**config.mk**
```make
export PLATFORM = sky130hd
export DESIGN_NAME = lcd_mmio_ctrl
export DESIGN_NICKNAME = d
export VERILOG_FILES = /design/src/rtl/lcd_pkg.sv /design/src/rtl/sync_fifo.sv /design/src/rtl/lcd_mmio_ctrl.sv
export SDC_FILE = /design/constraint.sdc
export NUM_CORES = 1
export LEC_CHECK = 0
export ABC_AREA = 1
export ABC_CLOCK_PERIOD_IN_PS = 2300
export BUFFER_PORTS_ARGS = -buffer_cell sky130_fd_sc_hd__buf_2
export CELL_PAD_IN_SITES_DETAIL_PLACEMENT = 0
export CELL_PAD_IN_SITES_GLOBAL_PLACEMENT = 1
export CORE_MARGIN = 2
export CORE_UTILIZATION = 43
export CTS_CLUSTER_DIAMETER = 150
export CTS_CLUSTER_SIZE = 12
export DETAILED_ROUTE_END_ITERATION = 10
export MAX_ROUTING_LAYER = met4
export PLACE_DENSITY_LB_ADDON = 0.12
export SETUP_SLACK_MARGIN = 0.05
export SLEW_MARGIN = 10
export SYNTH_ARGS = -nofsm -noshare
export SYNTH_HDL_FRONTEND = slang
export SYNTH_SLANG_ARGS = --single-unit
```
**constraint.sdc**
```tcl
create_clock -name clk -period 2.3 [get_ports clk]
set_clock_uncertainty 0.05 [all_clocks]
set_input_delay 0.345 -clock clk [delete_from_list [all_inputs] [get_ports clk]]
set_output_delay 0.345 -clock clk [all_outputs]
set_load 0.05 [all_outputs]
```
**src/rtl/lcd_pkg.sv**
```systemverilog
// Shared definitions for the memory-mapped character LCD controller:
// register map, status layout, sequencer states and FIFO entry format.
package lcd_pkg;

  localparam int ENTRY_W = 9;

  localparam logic [1:0] REG_DATA   = 2'd0;
  localparam logic [1:0] REG_CMD    = 2'd1;
  localparam logic [1:0] REG_STATUS = 2'd2;
  localparam logic [1:0] REG_CTRL   = 2'd3;

  localparam int ST_BUSY      = 0;
  localparam int ST_EMPTY     = 1;
  localparam int ST_FULL      = 2;
  localparam int ST_OVF       = 3;
  localparam int ST_LEVEL_LSB = 8;

  localparam int CTRL_FLUSH   = 0;
  localparam int CTRL_CLR_OVF = 1;

  // Clear display / return home need the long post-command wait
  localparam logic [7:0] CLEAR_CMD_LO = 8'h01;
  localparam logic [7:0] CLEAR_CMD_HI = 8'h03;

  typedef enum logic [2:0] {
    S_IDLE,
    S_SETUP,
    S_PULSE,
    S_HOLD,
    S_WAIT
  } lcd_state_e;

  typedef struct packed {
    logic       rs;
    logic [7:0] data;
  } lcd_entry_t;

  function automatic logic is_clear_home(lcd_entry_t e);
    return !e.rs && (e.data >= CLEAR_CMD_LO) && (e.data <= CLEAR_CMD_HI);
  endfunction

  function automatic int max2(int a, int b);
    return (a > b) ? a : b;
  endfunction

endpackage

```
**src/rtl/sync_fifo.sv**
```systemverilog
// Single-clock FIFO with flush; DEPTH must be a power of two. A push is
// accepted when full only if a pop happens in the same cycle.
module sync_fifo #(
  parameter int WIDTH = 9,
  parameter int DEPTH = 8
) (
  input  logic                     clk,
  input  logic                     rst,
  input  logic                     push,
  input  logic                     pop,
  input  logic                     flush,
  input  logic [WIDTH-1:0]         wr_data,
  output logic [WIDTH-1:0]         rd_data,
  output logic                     full,
  output logic                     empty,
  output logic [$clog2(DEPTH):0]   level
);

  localparam int AW = $clog2(DEPTH);
  localparam int LW = AW + 1;
  localparam logic [LW-1:0] LVL_FULL = LW'(DEPTH);

  logic [WIDTH-1:0] mem [DEPTH];
  logic [AW-1:0]    wr_ptr;
  logic [AW-1:0]    rd_ptr;
  logic             do_push;
  logic             do_pop;

  assign empty   = (level == '0);
  assign full    = (level == LVL_FULL);
  assign do_pop  = pop && !empty;
  assign do_push = push && !flush && (!full || do_pop);
  assign rd_data = mem[rd_ptr];

  always_ff @(posedge clk) begin
    if (do_push) mem[wr_ptr] <= wr_data;
  end

  always_ff @(posedge clk) begin
    if (rst || flush) begin
      wr_ptr <= '0;
      rd_ptr <= '0;
      level  <= '0;
    end else begin
      if (do_push) wr_ptr <= wr_ptr + AW'(1);
      if (do_pop)  rd_ptr <= rd_ptr + AW'(1);
      case ({do_push, do_pop})
        2'b10:   level <= level + LW'(1);
        2'b01:   level <= level - LW'(1);
        default: level <= level;
      endcase
    end
  end

endmodule

```
**src/rtl/lcd_mmio_ctrl.sv**
```systemverilog
// HD44780-style LCD controller: CPU stores are queued and replayed onto the
// LCD pins with programmed timing. Define LCD_CONSOLE_EN to echo characters.
module lcd_mmio_ctrl
  import lcd_pkg::*;
#(
  parameter int DEPTH             = 8,
  parameter int SETUP_CYCLES      = 2,
  parameter int PULSE_CYCLES      = 4,
  parameter int HOLD_CYCLES       = 2,
  parameter int CMD_WAIT_CYCLES   = 40,
  parameter int CLEAR_WAIT_CYCLES = 1600
) (
  input  logic        clk,
  input  logic        rst,
  input  logic        sel,
  input  logic [3:0]  addr,
  input  logic [31:0] wdata,
  input  logic [3:0]  wenable,
  output logic [31:0] rdata,
  output logic [7:0]  lcd_data,
  output logic        lcd_rs,
  output logic        lcd_rw,
  output logic        lcd_enable,
  output logic        busy
);

  localparam int LVL_W   = $clog2(DEPTH) + 1;
  localparam int MAX_CYC = max2(max2(max2(SETUP_CYCLES, PULSE_CYCLES),
                                     max2(HOLD_CYCLES, CMD_WAIT_CYCLES)),
                                CLEAR_WAIT_CYCLES);
  localparam int CNT_W   = $clog2(MAX_CYC) + 1;

  localparam logic [CNT_W-1:0] SETUP_LD = CNT_W'(SETUP_CYCLES - 1);
  localparam logic [CNT_W-1:0] PULSE_LD = CNT_W'(PULSE_CYCLES - 1);
  localparam logic [CNT_W-1:0] HOLD_LD  = CNT_W'(HOLD_CYCLES - 1);
  localparam logic [CNT_W-1:0] CMD_LD   =
    CNT_W'((CMD_WAIT_CYCLES > 0) ? CMD_WAIT_CYCLES - 1 : 0);
  localparam logic [CNT_W-1:0] CLEAR_LD =
    CNT_W'((CLEAR_WAIT_CYCLES > 0) ? CLEAR_WAIT_CYCLES - 1 : 0);
  localparam logic CMD_SKIP   = (CMD_WAIT_CYCLES == 0);
  localparam logic CLEAR_SKIP = (CLEAR_WAIT_CYCLES == 0);

  lcd_state_e       state;
  logic [CNT_W-1:0] cnt;
  logic             clear_wait;
  logic             overflow;

  logic [1:0]       reg_sel;
  logic             wr_en;
  logic             push;
  logic             pop;
  logic             flush;
  logic             clr_ovf;
  lcd_entry_t       push_entry;
  lcd_entry_t       head;
  logic             fifo_full;
  logic             fifo_empty;
  logic [LVL_W-1:0] fifo_level;
  logic             busy_now;
  logic [31:0]      status;
  logic             unused_bits;

  assign reg_sel    = addr[3:2];
  assign wr_en      = sel && wenable[0];
  assign push       = wr_en && ((reg_sel == REG_DATA) || (reg_sel == REG_CMD));
  assign push_entry = '{rs: (reg_sel == REG_DATA), data: wdata[7:0]};
  assign flush      = wr_en && (reg_sel == REG_CTRL) && wdata[CTRL_FLUSH];
  assign clr_ovf    = wr_en && (reg_sel == REG_CTRL) && wdata[CTRL_CLR_OVF];
  assign pop        = (state == S_IDLE) && !fifo_empty;
  assign busy_now   = !fifo_empty || (state != S_IDLE);
  assign lcd_rw     = 1'b0;
  assign unused_bits = ^{wenable[3:1], wdata[31:8], addr[1:0]};

  sync_fifo #(
    .WIDTH (ENTRY_W),
    .DEPTH (DEPTH)
  ) u_fifo (
    .clk     (clk),
    .rst     (rst),
    .push    (push),
    .pop     (pop),
    .flush   (flush),
    .wr_data (push_entry),
    .rd_data (head),
    .full    (fifo_full),
    .empty   (fifo_empty),
    .level   (fifo_level)
  );

  always_comb begin
    status                        = '0;
    status[ST_BUSY]               = busy_now;
    status[ST_EMPTY]              = fifo_empty;
    status[ST_FULL]               = fifo_full;
    status[ST_OVF]                = overflow;
    status[ST_LEVEL_LSB +: 8]     = 8'(fifo_level);
  end

  // Bus side: registered read data, sticky overflow, registered busy
  always_ff @(posedge clk) begin
    if (rst) begin
      rdata    <= '0;
      overflow <= 1'b0;
      busy     <= 1'b0;
    end else begin
      rdata <= (sel && (reg_sel == REG_STATUS)) ? status : '0;
      busy  <= busy_now;
      if (push && fifo_full && !pop && !flush) overflow <= 1'b1;
      else if (clr_ovf)                        overflow <= 1'b0;
    end
  end

  // Sequencer: one down-counter shared by every timed phase
  always_ff @(posedge clk) begin
    if (rst) begin
      state      <= S_IDLE;
      cnt        <= '0;
      clear_wait <= 1'b0;
      lcd_data   <= '0;
      lcd_rs     <= 1'b0;
      lcd_enable <= 1'b0;
    end else begin
      case (state)
        S_IDLE: begin
          if (!fifo_empty) begin
            lcd_data   <= head.data;
            lcd_rs     <= head.rs;
            clear_wait <= is_clear_home(head);
            cnt        <= SETUP_LD;
            state      <= S_SETUP;
          end
        end
        S_SETUP: begin
          if (cnt == '0) begin
            lcd_enable <= 1'b1;
            cnt        <= PULSE_LD;
            state      <= S_PULSE;
          end else begin
            cnt <= cnt - CNT_W'(1);
          end
        end
        S_PULSE: begin
          if (cnt == '0) begin
            lcd_enable <= 1'b0;
            cnt        <= HOLD_LD;
            state      <= S_HOLD;
          end else begin
            cnt <= cnt - CNT_W'(1);
          end
        end
        S_HOLD: begin
          if (cnt == '0) begin
            if (clear_wait ? CLEAR_SKIP : CMD_SKIP) begin
              state <= S_IDLE;
            end else begin
              cnt   <= clear_wait ? CLEAR_LD : CMD_LD;
              state <= S_WAIT;
            end
          end else begin
            cnt <= cnt - CNT_W'(1);
          end
        end
        S_WAIT: begin
          if (cnt == '0) state <= S_IDLE;
          else           cnt   <= cnt - CNT_W'(1);
        end
        default: state <= S_IDLE;
      endcase
    end
  end

`ifdef LCD_CONSOLE_EN
`ifndef SYNTHESIS
  always @(negedge lcd_enable) begin
    if (lcd_rs) $write("%c", lcd_data);
  end
`endif
`else
  // No console echo; pin behaviour is unchanged either way.
`endif

endmodule

```
==> results.cfg <==
[pwr]
switching_share = 0.419
power_switching_uw = 3740
p_clk_frac = 0.262
pwr-share-comb = 0.422
power_frac_seq = 0.316
p_per_area_nw_per_um2 = 1410
intPower_uw = 5190
peakVddDrop_mv = 0.759
cellLeakagePower_uw = 0.00277

[logic_synthesis]
avgSynthCellArea_um2 = 8.96
yosysSeqAreaShare = 0.570
ys_ff_latch = 121
synth_compound_area_frac = 0.0679
synth_xor_area_frac = 0.00953
synthFlopType = edfxtp_1
syn-cell-area_um2 = 5510
synth_edf_count = 72
synth_async_sr_flop_share = 0
synthMuxAreaShare = 0
synthCells = 615
synth_top_family_by_area = simple AND/OR/NAND/NOR gates
synthAdderAreaFrac = 0.0173
yosysUniqueCellTypes = 37
synth_warnings = 0
synth-simple-area-share = 0.231

[placement]
place_ws_ns = 0.146
dp_cells = 816
port_buffers = 32
dp_hpwl_um = 7490
gp_congestion = 0.754

[finish]
area_growth_pct = 14.9
antenna_cells = 0
mostFrequentLayoutCell = nand2_1
drive_above_1_share = 0.145
final_cells = 849
fillers = 1185
nNetsFinal = 714
mostFrequentLayoutCells = 152 x nand2_1, 72 x edfxtp_1, 65 x inv_1, 63 x nor2_1, 56 x nand3_1

[worst_setup_path]
cp.required_ns = 2.56
arrival_ns = 2.29
cp-start-kind = register
reg2regPathDepth = 16
critPathKind = reg -> reg
cp_max_fo = 4
worstSetupEndpointType = register
regToRegEndpoint = u_fifo.level[3]$_SDFFE_PP0P_
r2r_start = u_fifo.level[0]$_SDFFE_PP0P_
rrSetupSlack_ns = 0.27

[routing]
avgViaCountPerCell = 4.70
dr.pass1.iters = 5
route.vias.total = 3989
drc = 0
drt_iter0_markers = 264
detail-route-antenna-nets = 0
routed_wl_um = 11600
wl_per_cell_um = 13.6

[hold_path]
holdPathStages = 1
holdPathEnd = u_fifo.mem[4][4]$_DFFE_PP_
hp-start = wdata[4]
hold_class = in -> reg

[cts]
clk_path_buf_depth = 2
numCtsBuffers = 17
htreeDepth = 4
cts_root_buffer = clkbuf_16
clock_latency_ns = 0.42
cts.clk_slew.worst_paths_ns = 0.05
clock-sinks = 121
cts_tree = done
cts-hold-fix-buffers = 0

[grt]
grtUsageTotal = 0.190
grt_pass1_vias = 3766
grt_pass1_wl_um = 18600
grt_start_max_net_pins = 37
grt_overflow = 0
antenna_found_initial = 0

[timing]
worstMarginPinSlew_ns = 0.611
rsz0062_at_grt = false
finalHoldViolations = 0
drv_slew = 0
clock.fmax_ghz = 0.492
layout_setup_ws_ns = 0.268
slew-limit-headroom = 0.592
setup_violations = 0
min_period_ns = 2.03
fin_setup_tns_ns = 0
post-route-period-util = 0.884

[run]
cap_viol_max_count = 0

[status]
status = finished, final reports clean

[floorplanning]
dieArea_um2 = 13700
rows = 41
die_h_um = 117
ioPinCount = 87
start_util = 0.439
fp.dieW_um = 117
fp.coreArea_um2 = 12600
## worst max-delay path: stages, from the launching register on
cell and delay (ns):
dfxtp_1 0.32, inv_2 0.10, nand3_2 0.09, inv_1 0.08, nand2_1 0.10, o21ai_4 0.17
nand2_1 0.08, inv_1 0.08, ha_1 0.26, nand2_1 0.07, nand2_1 0.04, a31oi_1 0.19
inv_1 0.06, nand2_1 0.08, nand3_1 0.06, nand2_1 0.06, nor2_1 0.04
## metrics by stage
stage | util | cell area [um2] | hold slack [ns] | power [uW]
6_report | 0.504 | 6330 | 0.151 | 8920
2_1_floorplan | - | 5600 | 0.358 | 5890
3_5_place_dp | 0.462 | 5800 | 0.378 | 6610
3_3_place_gp | 0.462 | 5800 | 0.380 | 6580
5_1_grt | 0.504 | 6330 | 0.138 | 9610
4_1_cts | 0.503 | 6320 | 0.132 | 8970
## area by class of cell
class	instances	area, um2	area share
Clock buffer	20	437	0.0689
Clock inverter	12	83.8	0.0132
Inverter	75	284	0.0448
Multi-Input combinational cell	401	1890	0.299
Sequential cell	121	3140	0.496
Tap cell	172	215	0.0340
Timing Repair Buffer	48	280	0.0442
## state kept, by name (all words and copies together), names as in the netlist, named ones only
register / count
overflow: 1
u_fifo.mem: 72
u_fifo.level: 4
state: 3
rdata: 8
cnt: 12
lcd_rs: 1
lcd_enable: 1
busy: 1
lcd_data: 8
u_fifo.rd_ptr: 3
u_fifo.wr_ptr: 3
clear_wait: 1
## layer usage
layer	share of wire	GRT usage	vias to the layer above
li1	-	-	2061
met2	0.47	0.282	95
met1	0.47	0.243	1816
met4	0.020	0.0800	0
met5	0	-	-
met3	0.041	0.0556	17
## repair_timing
| item | 4_1_cts | 5_1_grt |
|---|---|---|
| setup endpoints to repair | 0 | 2 |
| gates resized for setup | 0 | 2 |
| buffers inserted | 0 | 1 |
## cell families (layout without fill, tap and decap cells)
group	Yosys count	after routing
other cells	1	25
compound gates	67	67
flops	121	121
fa+ha+maj	7	7
xor+xnor	6	6
simple gates	296	296
buf+inv	117	155
## cell usage after synthesis (2+ instances only)
| master | n | area [um2] |
|---|---|---|
| nand3_1 | 57 | 285 |
| nand2_1 | 152 | 571 |
| clkbuf_1 | 3 | 11.3 |
| o211ai_1 | 2 | 15.0 |
| xor2_1 | 2 | 17.5 |
| or2_2 | 2 | 12.5 |
| buf_4 | 28 | 210 |
| clkinv_1 | 2 | 7.51 |
| edfxtp_1 | 72 | 2160 |
| nor2_4 | 2 | 22.5 |
| buf_2 | 8 | 40.0 |
| dfxtp_1 | 49 | 981 |
| inv_1 | 66 | 248 |
| a21oi_2 | 2 | 17.5 |
| nand2_2 | 6 | 37.5 |
| nor3_1 | 3 | 15.0 |
| nor2_1 | 63 | 236 |
| o21ai_0 | 29 | 145 |
| inv_2 | 6 | 22.5 |
| nand4_1 | 6 | 37.5 |
| buf_6 | 2 | 22.5 |
| ha_1 | 6 | 75.1 |
| xnor2_1 | 4 | 35.0 |
| a21oi_1 | 30 | 150 |
## power groups by stage
stage | logic, uW | clock network (uW) | registers, uW
floorplan | 2770 | 0 | 3120
global placement | 3720 | 0 | 2860
detailed placement | 3740 | 0 | 2860
CTS | 3760 | 2390 | 2820
global route | 4250 | 2500 | 2860
finish | 3760 | 2340 | 2820
## worst max-delay path by stage
stage / startpoint / to / slack, ns / depth (start not counted)
final: u_fifo.level[0]$_SDFFE_PP0P_ / u_fifo.level[3]$_SDFFE_PP0P_ / 0.27 / 16
after global placement: u_fifo.level[1]$_SDFFE_PP0P_ / u_fifo.level[3]$_SDFFE_PP0P_ / 0.16 / 16
after CTS: u_fifo.level[1]$_SDFFE_PP0P_ / u_fifo.level[3]$_SDFFE_PP0P_ / 0.12 / 14
after floorplan: u_fifo.level[1]$_SDFFE_PP0P_ / u_fifo.level[3]$_SDFFE_PP0P_ / 0.28 / 16
after detailed placement: u_fifo.level[1]$_SDFFE_PP0P_ / u_fifo.level[3]$_SDFFE_PP0P_ / 0.15 / 16
after global routing: u_fifo.level[0]$_SDFFE_PP0P_ / u_fifo.level[3]$_SDFFE_PP0P_ / 0.05 / 16
(Power assumes the default switching activity.)
